==> src/rtl/reg_file_mp_if.sv <==
// reg_file_mp_if: bundles the read, write, issue and scoreboard signals of reg_file_mp.
// master = decode/writeback side driving requests, slave = the register file.
interface reg_file_mp_if #(
   parameter int DATA_W = 32,
   parameter int ADDR_W = 5
);
   localparam int DEPTH = 2 ** ADDR_W;

   logic              ready;
   logic              wen0;
   logic [ADDR_W-1:0] waddr0;
   logic [DATA_W-1:0] wdata0;
   logic              wen1;
   logic [ADDR_W-1:0] waddr1;
   logic [DATA_W-1:0] wdata1;
   logic [ADDR_W-1:0] raddr1;
   logic [ADDR_W-1:0] raddr2;
   logic [DATA_W-1:0] rdata1;
   logic [DATA_W-1:0] rdata2;
   logic              iss_en;
   logic [ADDR_W-1:0] iss_addr;
   logic              rbusy1;
   logic              rbusy2;
   logic [DEPTH-1:0]  busy_vec;

   modport master (
      input  ready,
      output wen0, waddr0, wdata0,
      output wen1, waddr1, wdata1,
      output raddr1, raddr2,
      input  rdata1, rdata2,
      output iss_en, iss_addr,
      input  rbusy1, rbusy2, busy_vec
   );

   modport slave (
      output ready,
      input  wen0, waddr0, wdata0,
      input  wen1, waddr1, wdata1,
      input  raddr1, raddr2,
      output rdata1, rdata2,
      input  iss_en, iss_addr,
      output rbusy1, rbusy2, busy_vec
   );
endinterface

==> src/rtl/reg_file_mp.sv <==
// reg_file_mp: 2-write/2-read register file with busy scoreboard and post-reset clear.
// Ports: clk, rst (sync active-high), bus (reg_file_mp_if.slave). Option: REG_FILE_MP_BYPASS_EN.
module reg_file_mp #(
   parameter int DATA_W = 32,
   parameter int ADDR_W = 5
) (
   input  logic           clk,
   input  logic           rst,
   reg_file_mp_if.slave   bus
);

   localparam int DEPTH = 2 ** ADDR_W;

   typedef enum logic {
      INIT,
      RUN
   } state_t;

   state_t            state_q;
   state_t            state_d;
   logic [ADDR_W-1:0] clr_ptr_q;
   logic [ADDR_W-1:0] clr_ptr_d;
   logic [DATA_W-1:0] mem [DEPTH];
   logic [DEPTH-1:0]  busy_q;
   logic [DEPTH-1:0]  busy_d;
   logic              run;
   logic              we0_ok;
   logic              we1_ok;

   assign run = (state_q == RUN);

   // ---------------- clear sequencer ----------------
   always_ff @(posedge clk) begin
      if (rst) begin
         state_q   <= INIT;
         clr_ptr_q <= '0;
      end else begin
         state_q   <= state_d;
         clr_ptr_q <= clr_ptr_d;
      end
   end

   always_comb begin
      state_d   = state_q;
      clr_ptr_d = clr_ptr_q;
      unique case (state_q)
         INIT: begin
            clr_ptr_d = clr_ptr_q + 1'b1;
            if (clr_ptr_q == ADDR_W'(DEPTH - 1))
               state_d = RUN;
         end
         RUN: begin
            state_d = RUN;
         end
         default: begin
            state_d = INIT;
         end
      endcase
   end

   // ---------------- array write ----------------
   // Port 0 is suppressed when port 1 hits the same entry,
   // so port 1 always owns a shared address.
   assign we1_ok = run && bus.wen1 && (bus.waddr1 != '0);
   assign we0_ok = run && bus.wen0 && (bus.waddr0 != '0) &&
                   !(bus.wen1 && (bus.waddr1 == bus.waddr0));

   // Array is not reset; INIT walks it to zero instead.
   always_ff @(posedge clk) begin
      if (!rst) begin
         if (state_q == INIT) begin
            mem[clr_ptr_q] <= '0;
         end else begin
            if (we0_ok)
               mem[bus.waddr0] <= bus.wdata0;
            if (we1_ok)
               mem[bus.waddr1] <= bus.wdata1;
         end
      end
   end

   // ---------------- scoreboard ----------------
   // A new issue beats a retiring write to the same register.
   always_comb begin
      busy_d = busy_q;
      if (run) begin
         for (int i = 1; i < DEPTH; i++) begin
            if (bus.iss_en && (bus.iss_addr == ADDR_W'(i)))
               busy_d[i] = 1'b1;
            else if ((bus.wen0 && (bus.waddr0 == ADDR_W'(i))) ||
                     (bus.wen1 && (bus.waddr1 == ADDR_W'(i))))
               busy_d[i] = 1'b0;
         end
      end
      busy_d[0] = 1'b0;
   end

   always_ff @(posedge clk) begin
      if (rst)
         busy_q <= '0;
      else
         busy_q <= busy_d;
   end

   // ---------------- read ports ----------------
   logic [DATA_W-1:0] rd1;
   logic [DATA_W-1:0] rd2;
   logic              rb1;
   logic              rb2;

`ifdef REG_FILE_MP_BYPASS_EN
   logic hit1_w0;
   logic hit1_w1;
   logic hit2_w0;
   logic hit2_w1;
   logic iss1;
   logic iss2;

   assign hit1_w1 = bus.wen1 && (bus.waddr1 == bus.raddr1);
   assign hit1_w0 = bus.wen0 && (bus.waddr0 == bus.raddr1);
   assign hit2_w1 = bus.wen1 && (bus.waddr1 == bus.raddr2);
   assign hit2_w0 = bus.wen0 && (bus.waddr0 == bus.raddr2);
   assign iss1    = bus.iss_en && (bus.iss_addr == bus.raddr1);
   assign iss2    = bus.iss_en && (bus.iss_addr == bus.raddr2);

   always_comb begin
      rd1 = '0;
      rb1 = 1'b0;
      if (run && (bus.raddr1 != '0)) begin
         rd1 = mem[bus.raddr1];
         rb1 = busy_q[bus.raddr1];
         if (hit1_w1 || hit1_w0)
            rb1 = iss1;
         if (hit1_w1)
            rd1 = bus.wdata1;
         else if (hit1_w0)
            rd1 = bus.wdata0;
      end
   end

   always_comb begin
      rd2 = '0;
      rb2 = 1'b0;
      if (run && (bus.raddr2 != '0)) begin
         rd2 = mem[bus.raddr2];
         rb2 = busy_q[bus.raddr2];
         if (hit2_w1 || hit2_w0)
            rb2 = iss2;
         if (hit2_w1)
            rd2 = bus.wdata1;
         else if (hit2_w0)
            rd2 = bus.wdata0;
      end
   end
`else
   always_comb begin
      rd1 = '0;
      rb1 = 1'b0;
      if (run && (bus.raddr1 != '0)) begin
         rd1 = mem[bus.raddr1];
         rb1 = busy_q[bus.raddr1];
      end
   end

   always_comb begin
      rd2 = '0;
      rb2 = 1'b0;
      if (run && (bus.raddr2 != '0)) begin
         rd2 = mem[bus.raddr2];
         rb2 = busy_q[bus.raddr2];
      end
   end
`endif

   assign bus.rdata1   = rd1;
   assign bus.rdata2   = rd2;
   assign bus.rbusy1   = rb1;
   assign bus.rbusy2   = rb2;
   assign bus.busy_vec = busy_q;
   assign bus.ready    = run;

endmodule

==> src/flat_wrapper.sv <==
// flat-port wrapper written by rule: the top's interface ports become plain ports
module reg_file_mp_flat 
#(
   parameter int DATA_W = 32,
   parameter int ADDR_W = 5
)
  (clk, rst, bus_ready, bus_wen0, bus_waddr0, bus_wdata0, bus_wen1, bus_waddr1, bus_wdata1, bus_raddr1, bus_raddr2, bus_rdata1, bus_rdata2, bus_iss_en, bus_iss_addr, bus_rbusy1, bus_rbusy2, bus_busy_vec);
  reg_file_mp_if #(.DATA_W(DATA_W), .ADDR_W(ADDR_W)) bus_i ();
  input  logic clk;
  input  logic rst;
  output wire logic [$bits(bus_i.ready)-1:0] bus_ready;
  input wire logic [$bits(bus_i.wen0)-1:0] bus_wen0;
  input wire logic [$bits(bus_i.waddr0)-1:0] bus_waddr0;
  input wire logic [$bits(bus_i.wdata0)-1:0] bus_wdata0;
  input wire logic [$bits(bus_i.wen1)-1:0] bus_wen1;
  input wire logic [$bits(bus_i.waddr1)-1:0] bus_waddr1;
  input wire logic [$bits(bus_i.wdata1)-1:0] bus_wdata1;
  input wire logic [$bits(bus_i.raddr1)-1:0] bus_raddr1;
  input wire logic [$bits(bus_i.raddr2)-1:0] bus_raddr2;
  output wire logic [$bits(bus_i.rdata1)-1:0] bus_rdata1;
  output wire logic [$bits(bus_i.rdata2)-1:0] bus_rdata2;
  input wire logic [$bits(bus_i.iss_en)-1:0] bus_iss_en;
  input wire logic [$bits(bus_i.iss_addr)-1:0] bus_iss_addr;
  output wire logic [$bits(bus_i.rbusy1)-1:0] bus_rbusy1;
  output wire logic [$bits(bus_i.rbusy2)-1:0] bus_rbusy2;
  output wire logic [$bits(bus_i.busy_vec)-1:0] bus_busy_vec;
  assign bus_ready = bus_i.ready;
  assign bus_i.wen0 = bus_wen0;
  assign bus_i.waddr0 = bus_waddr0;
  assign bus_i.wdata0 = bus_wdata0;
  assign bus_i.wen1 = bus_wen1;
  assign bus_i.waddr1 = bus_waddr1;
  assign bus_i.wdata1 = bus_wdata1;
  assign bus_i.raddr1 = bus_raddr1;
  assign bus_i.raddr2 = bus_raddr2;
  assign bus_rdata1 = bus_i.rdata1;
  assign bus_rdata2 = bus_i.rdata2;
  assign bus_i.iss_en = bus_iss_en;
  assign bus_i.iss_addr = bus_iss_addr;
  assign bus_rbusy1 = bus_i.rbusy1;
  assign bus_rbusy2 = bus_i.rbusy2;
  assign bus_busy_vec = bus_i.busy_vec;
  reg_file_mp #(.DATA_W(DATA_W), .ADDR_W(ADDR_W)) u_core (.clk(clk), .rst(rst), .bus(bus_i));
endmodule
==> config.mk <==
export PLATFORM = sky130hd
export DESIGN_NAME = reg_file_mp_flat
export DESIGN_NICKNAME = d
export VERILOG_FILES = /design/src/rtl/reg_file_mp_if.sv /design/src/rtl/reg_file_mp.sv /design/src/flat_wrapper.sv
export SDC_FILE = /design/constraint.sdc
export NUM_CORES = 2
export LEC_CHECK = 0
export CORE_UTILIZATION = 50
export DETAILED_ROUTE_END_ITERATION = 16
export PLACE_DENSITY_LB_ADDON = 0.12
export SLEW_MARGIN = 30
export SYNTH_ARGS = -nofsm -noshare
export SYNTH_HDL_FRONTEND = slang
export SYNTH_SLANG_ARGS = --single-unit
==> constraint.sdc <==
create_clock -name clk -period 18.3 [get_ports clk]
set_clock_uncertainty 0.1 [all_clocks]
set_input_delay 2.745 -clock clk [delete_from_list [all_inputs] [get_ports clk]]
set_output_delay 2.745 -clock clk [all_outputs]
set_load 0.05 [all_outputs]
==> impl_metrics.ini <==
[synth]
yosys_warnings = 0
synth_cell_types = 63
synth.ff_latch_count = 1061
dominantRegCellSynth = edfxtp_1
syn_avg_cell_area_sq_um = 11.9
yosysMostFrequentCell = nand2_1
ys_seq_area_share_pct = 51.1
synthCells = 5187
synthArstFlopShare_pct = 0
synth-edff-count = 1024
ys_top_cells_by_count = 1,085 x nand2_1, 1,024 x edfxtp_1, 987 x o21ai_0
synth_area_sq_mm = 0.0617
synth_area_leaders = edfxtp_1 50%, mux4_2 17%, o21ai_0 8.0%, nand2_1 6.6%, mux2i_1 4.2%
synth_top_area_cell = edfxtp_1
synth_nets = 5283
synth_top_area_share_pct = 49.9

[finish]
final_nets = 5098
area_delta_synth_final_pct = 11.1
final_layout_size_suffix_gt1_share_pct = 19.0

[place]
portBuffers = 191
post-place-ws_ns = 7.89
gp_congestion = 0.900
hpwl_um = 127000

[floorplanning]
pin_count = 193
die_w_um = 353
start_util_pct = 50.5
die_y_um = 353
coreArea_sq_mm = 0.122
dieArea_sq_mm = 0.125
num_rows = 128

[clocking]
clk_latency_ns = 0.73
postCtsSetupRepairBufs = 0
clock_path_buffers = 3
cts_tree = built
clock_sinks = 1061
cts_hold_buf = 0
cts_resized = 0
htreeDepth = 3
numCtsBuffers = 118
clockRootBuffer = clkbuf_16
clk_pin_slew_ns = 0.06

[hold_path]
min_path_type = flip-flop to flip-flop

[route]
drtAntennaViolNets = 0
first_iter_violations = 7937
drtPass1Iterations = 7
wl_um = 237000
drc = 0
routedWlPerCell_um = 35.2
route.vias.total = 47572
vias_per_cell = 7.06

[global_routing]
antenna_found_initial = 15
grtUsageTotal_pct = 37.6
grt-ovfl-total = 0
grt_pass1_vias = 44879
grt_start_max_net_pins = 99
grt_pass1_wl_um = 332000

[outcome]
status = finished clean

[critical_path]
cp_num_buf_inv = 5
cpPeakStageDelay_ns = 0.98
crit_family = buffers and inverters
cp_slowest_cell = clkdlybuf4s50_1
arrival_ns = 7.41
worstPathRequired_ns = 15.45
setup.worst_path.class = primary input to output port
crit_fanout = 42
worstSetupStartpointType = primary input
worst_setup_path_end_kind = output port
cp_cell_sequence = clkdlybuf4s50_1 > buf_4 > or3_4 > buf_4 > o31ai_4 > buf_4 > a31oi_1 > a21boi_0 > clkdlybuf4s50_1
crit_top_cell = buf_4

[sta]
setup_viol = 0
maxSlewViolCount = 0
fin_crit_sh_pct = 56.0
hold_viol = 0
maxSlewHeadroom_pct = 24.1
clock.fmax_mhz = 97.5
max_slew.worst_pin.slew_ns = 1.13
fin_ws_ns = 8.04
fin_tns_setup_ns = 0
rsz0062_at_grt = false
min_period_ns = 10.26

[pwr]
ir_worst_vdd_mv = 0.0735
pwr_density_cell_mw_per_mm2 = 79.6
p_leak_nw = 20.5
power_mw = 5.45

[run]
cap_violations = 0
-- routing by layer --
layer	global-route usage (%)	routed length, um	vias up
met5	0	45	-
met4	18.4	12400	8
met3	9.91	35400	631
met2	53.9	101000	3876
met1	53.0	88200	23625
li1	-	-	19432
-- tightest hold or removal path, cell delays in order (launching register included) --
cell and delay [ns]:
dfxtp_1 0.34, o21ai_0 0.08, a21oi_1 0.06
-- cells by family after synthesis --
group / synth area share [%]
and+or+nand+nor: 8.57
muxes: 21.3
AOI/OAI and AO/OA: 13.8
other: 0.00608
xor gates and xnor gates: 0.114
buffers and inverters: 5.14
adders and majority gates: 0.0406
DFF: 51.1
-- worst paths after layout --
check | from | to | slack (ns) | depth (start not counted)
setup / recovery | bus_raddr2[3] | bus_rdata2[31] | 8.04 | 9
hold / removal | u_core.bus.busy_vec[13] | u_core.bus.busy_vec[13] | 0.43 | 2
setup reg to reg | u_core.bus.ready | u_core.mem[29][17] | 14.33 | 8
hold reg to reg | u_core.bus.busy_vec[13] | u_core.bus.busy_vec[13] | 0.43 | 2
-- state kept, by name (all words and copies together), names as in the netlist --
name	count
u_core.mem	1024
u_core.bus.busy_vec	31
u_core.clr_ptr_q	5
u_core.bus.ready	1
-- area by class of cell --
class | instances | area [sq um]
well taps | 1625 | 2030
flip-flops and latches | 1061 | 31500
clock buffers | 155 | 3260
fillers | 9997 | 53500
clock inverters | 68 | 594
inverters | 43 | 161
repair buffers | 346 | 3390
diodes | 8 | 20.0
multi-input cells | 3432 | 27600
-- through the flow --
stage	hold slack, ns	cells	cell area, sq um	util, %
floorplan	0.469	5187	61700	-
global placement	0.403	6484	64000	52.5
detailed placement	0.408	6489	64200	52.6
CTS	0.422	6712	68000	55.8
global route	0.444	6733	68500	56.2
finish	0.425	6738	68500	56.2
-- cell usage in the layout (no fill, tap or decap), types with 12 or more instances in the layout --
cell type,Yosys,final
o21ai_0,987,986
buf_4,29,119
clkbuf_1,299,24
a21oi_1,44,44
o22a_1,33,33
nand3_1,19,18
buf_16,0,12
buf_2,227,27
o221ai_1,64,64
dfxtp_1,37,37
o211ai_4,0,19
a22o_1,21,21
nor2b_1,15,13
nor2_1,22,18
mux4_2,458,458
o311ai_2,0,28
mux2_2,20,20
mux2i_1,258,258
inv_1,43,43
o21ai_1,37,37
and2_4,0,17
a22oi_1,74,74
nand2_1,1085,1084
clkinv_1,0,26
clkdlybuf4s50_1,0,158
clkbuf_16,0,124
buf_6,13,14
clkinv_2,0,23
a211oi_1,63,62
o22ai_1,21,21
edfxtp_1,1024,1024
-- power breakdown --
part | internal (mW) | total (mW) | switching, mW
clock network | 1.39 | 2.42 | 1.03
logic | 0.140 | 0.384 | 0.244
registers | 2.64 | 2.65 | 0.00867
total | 4.17 | 5.45 | 1.28
No activity file was read; power rests on OpenSTA's default activity.
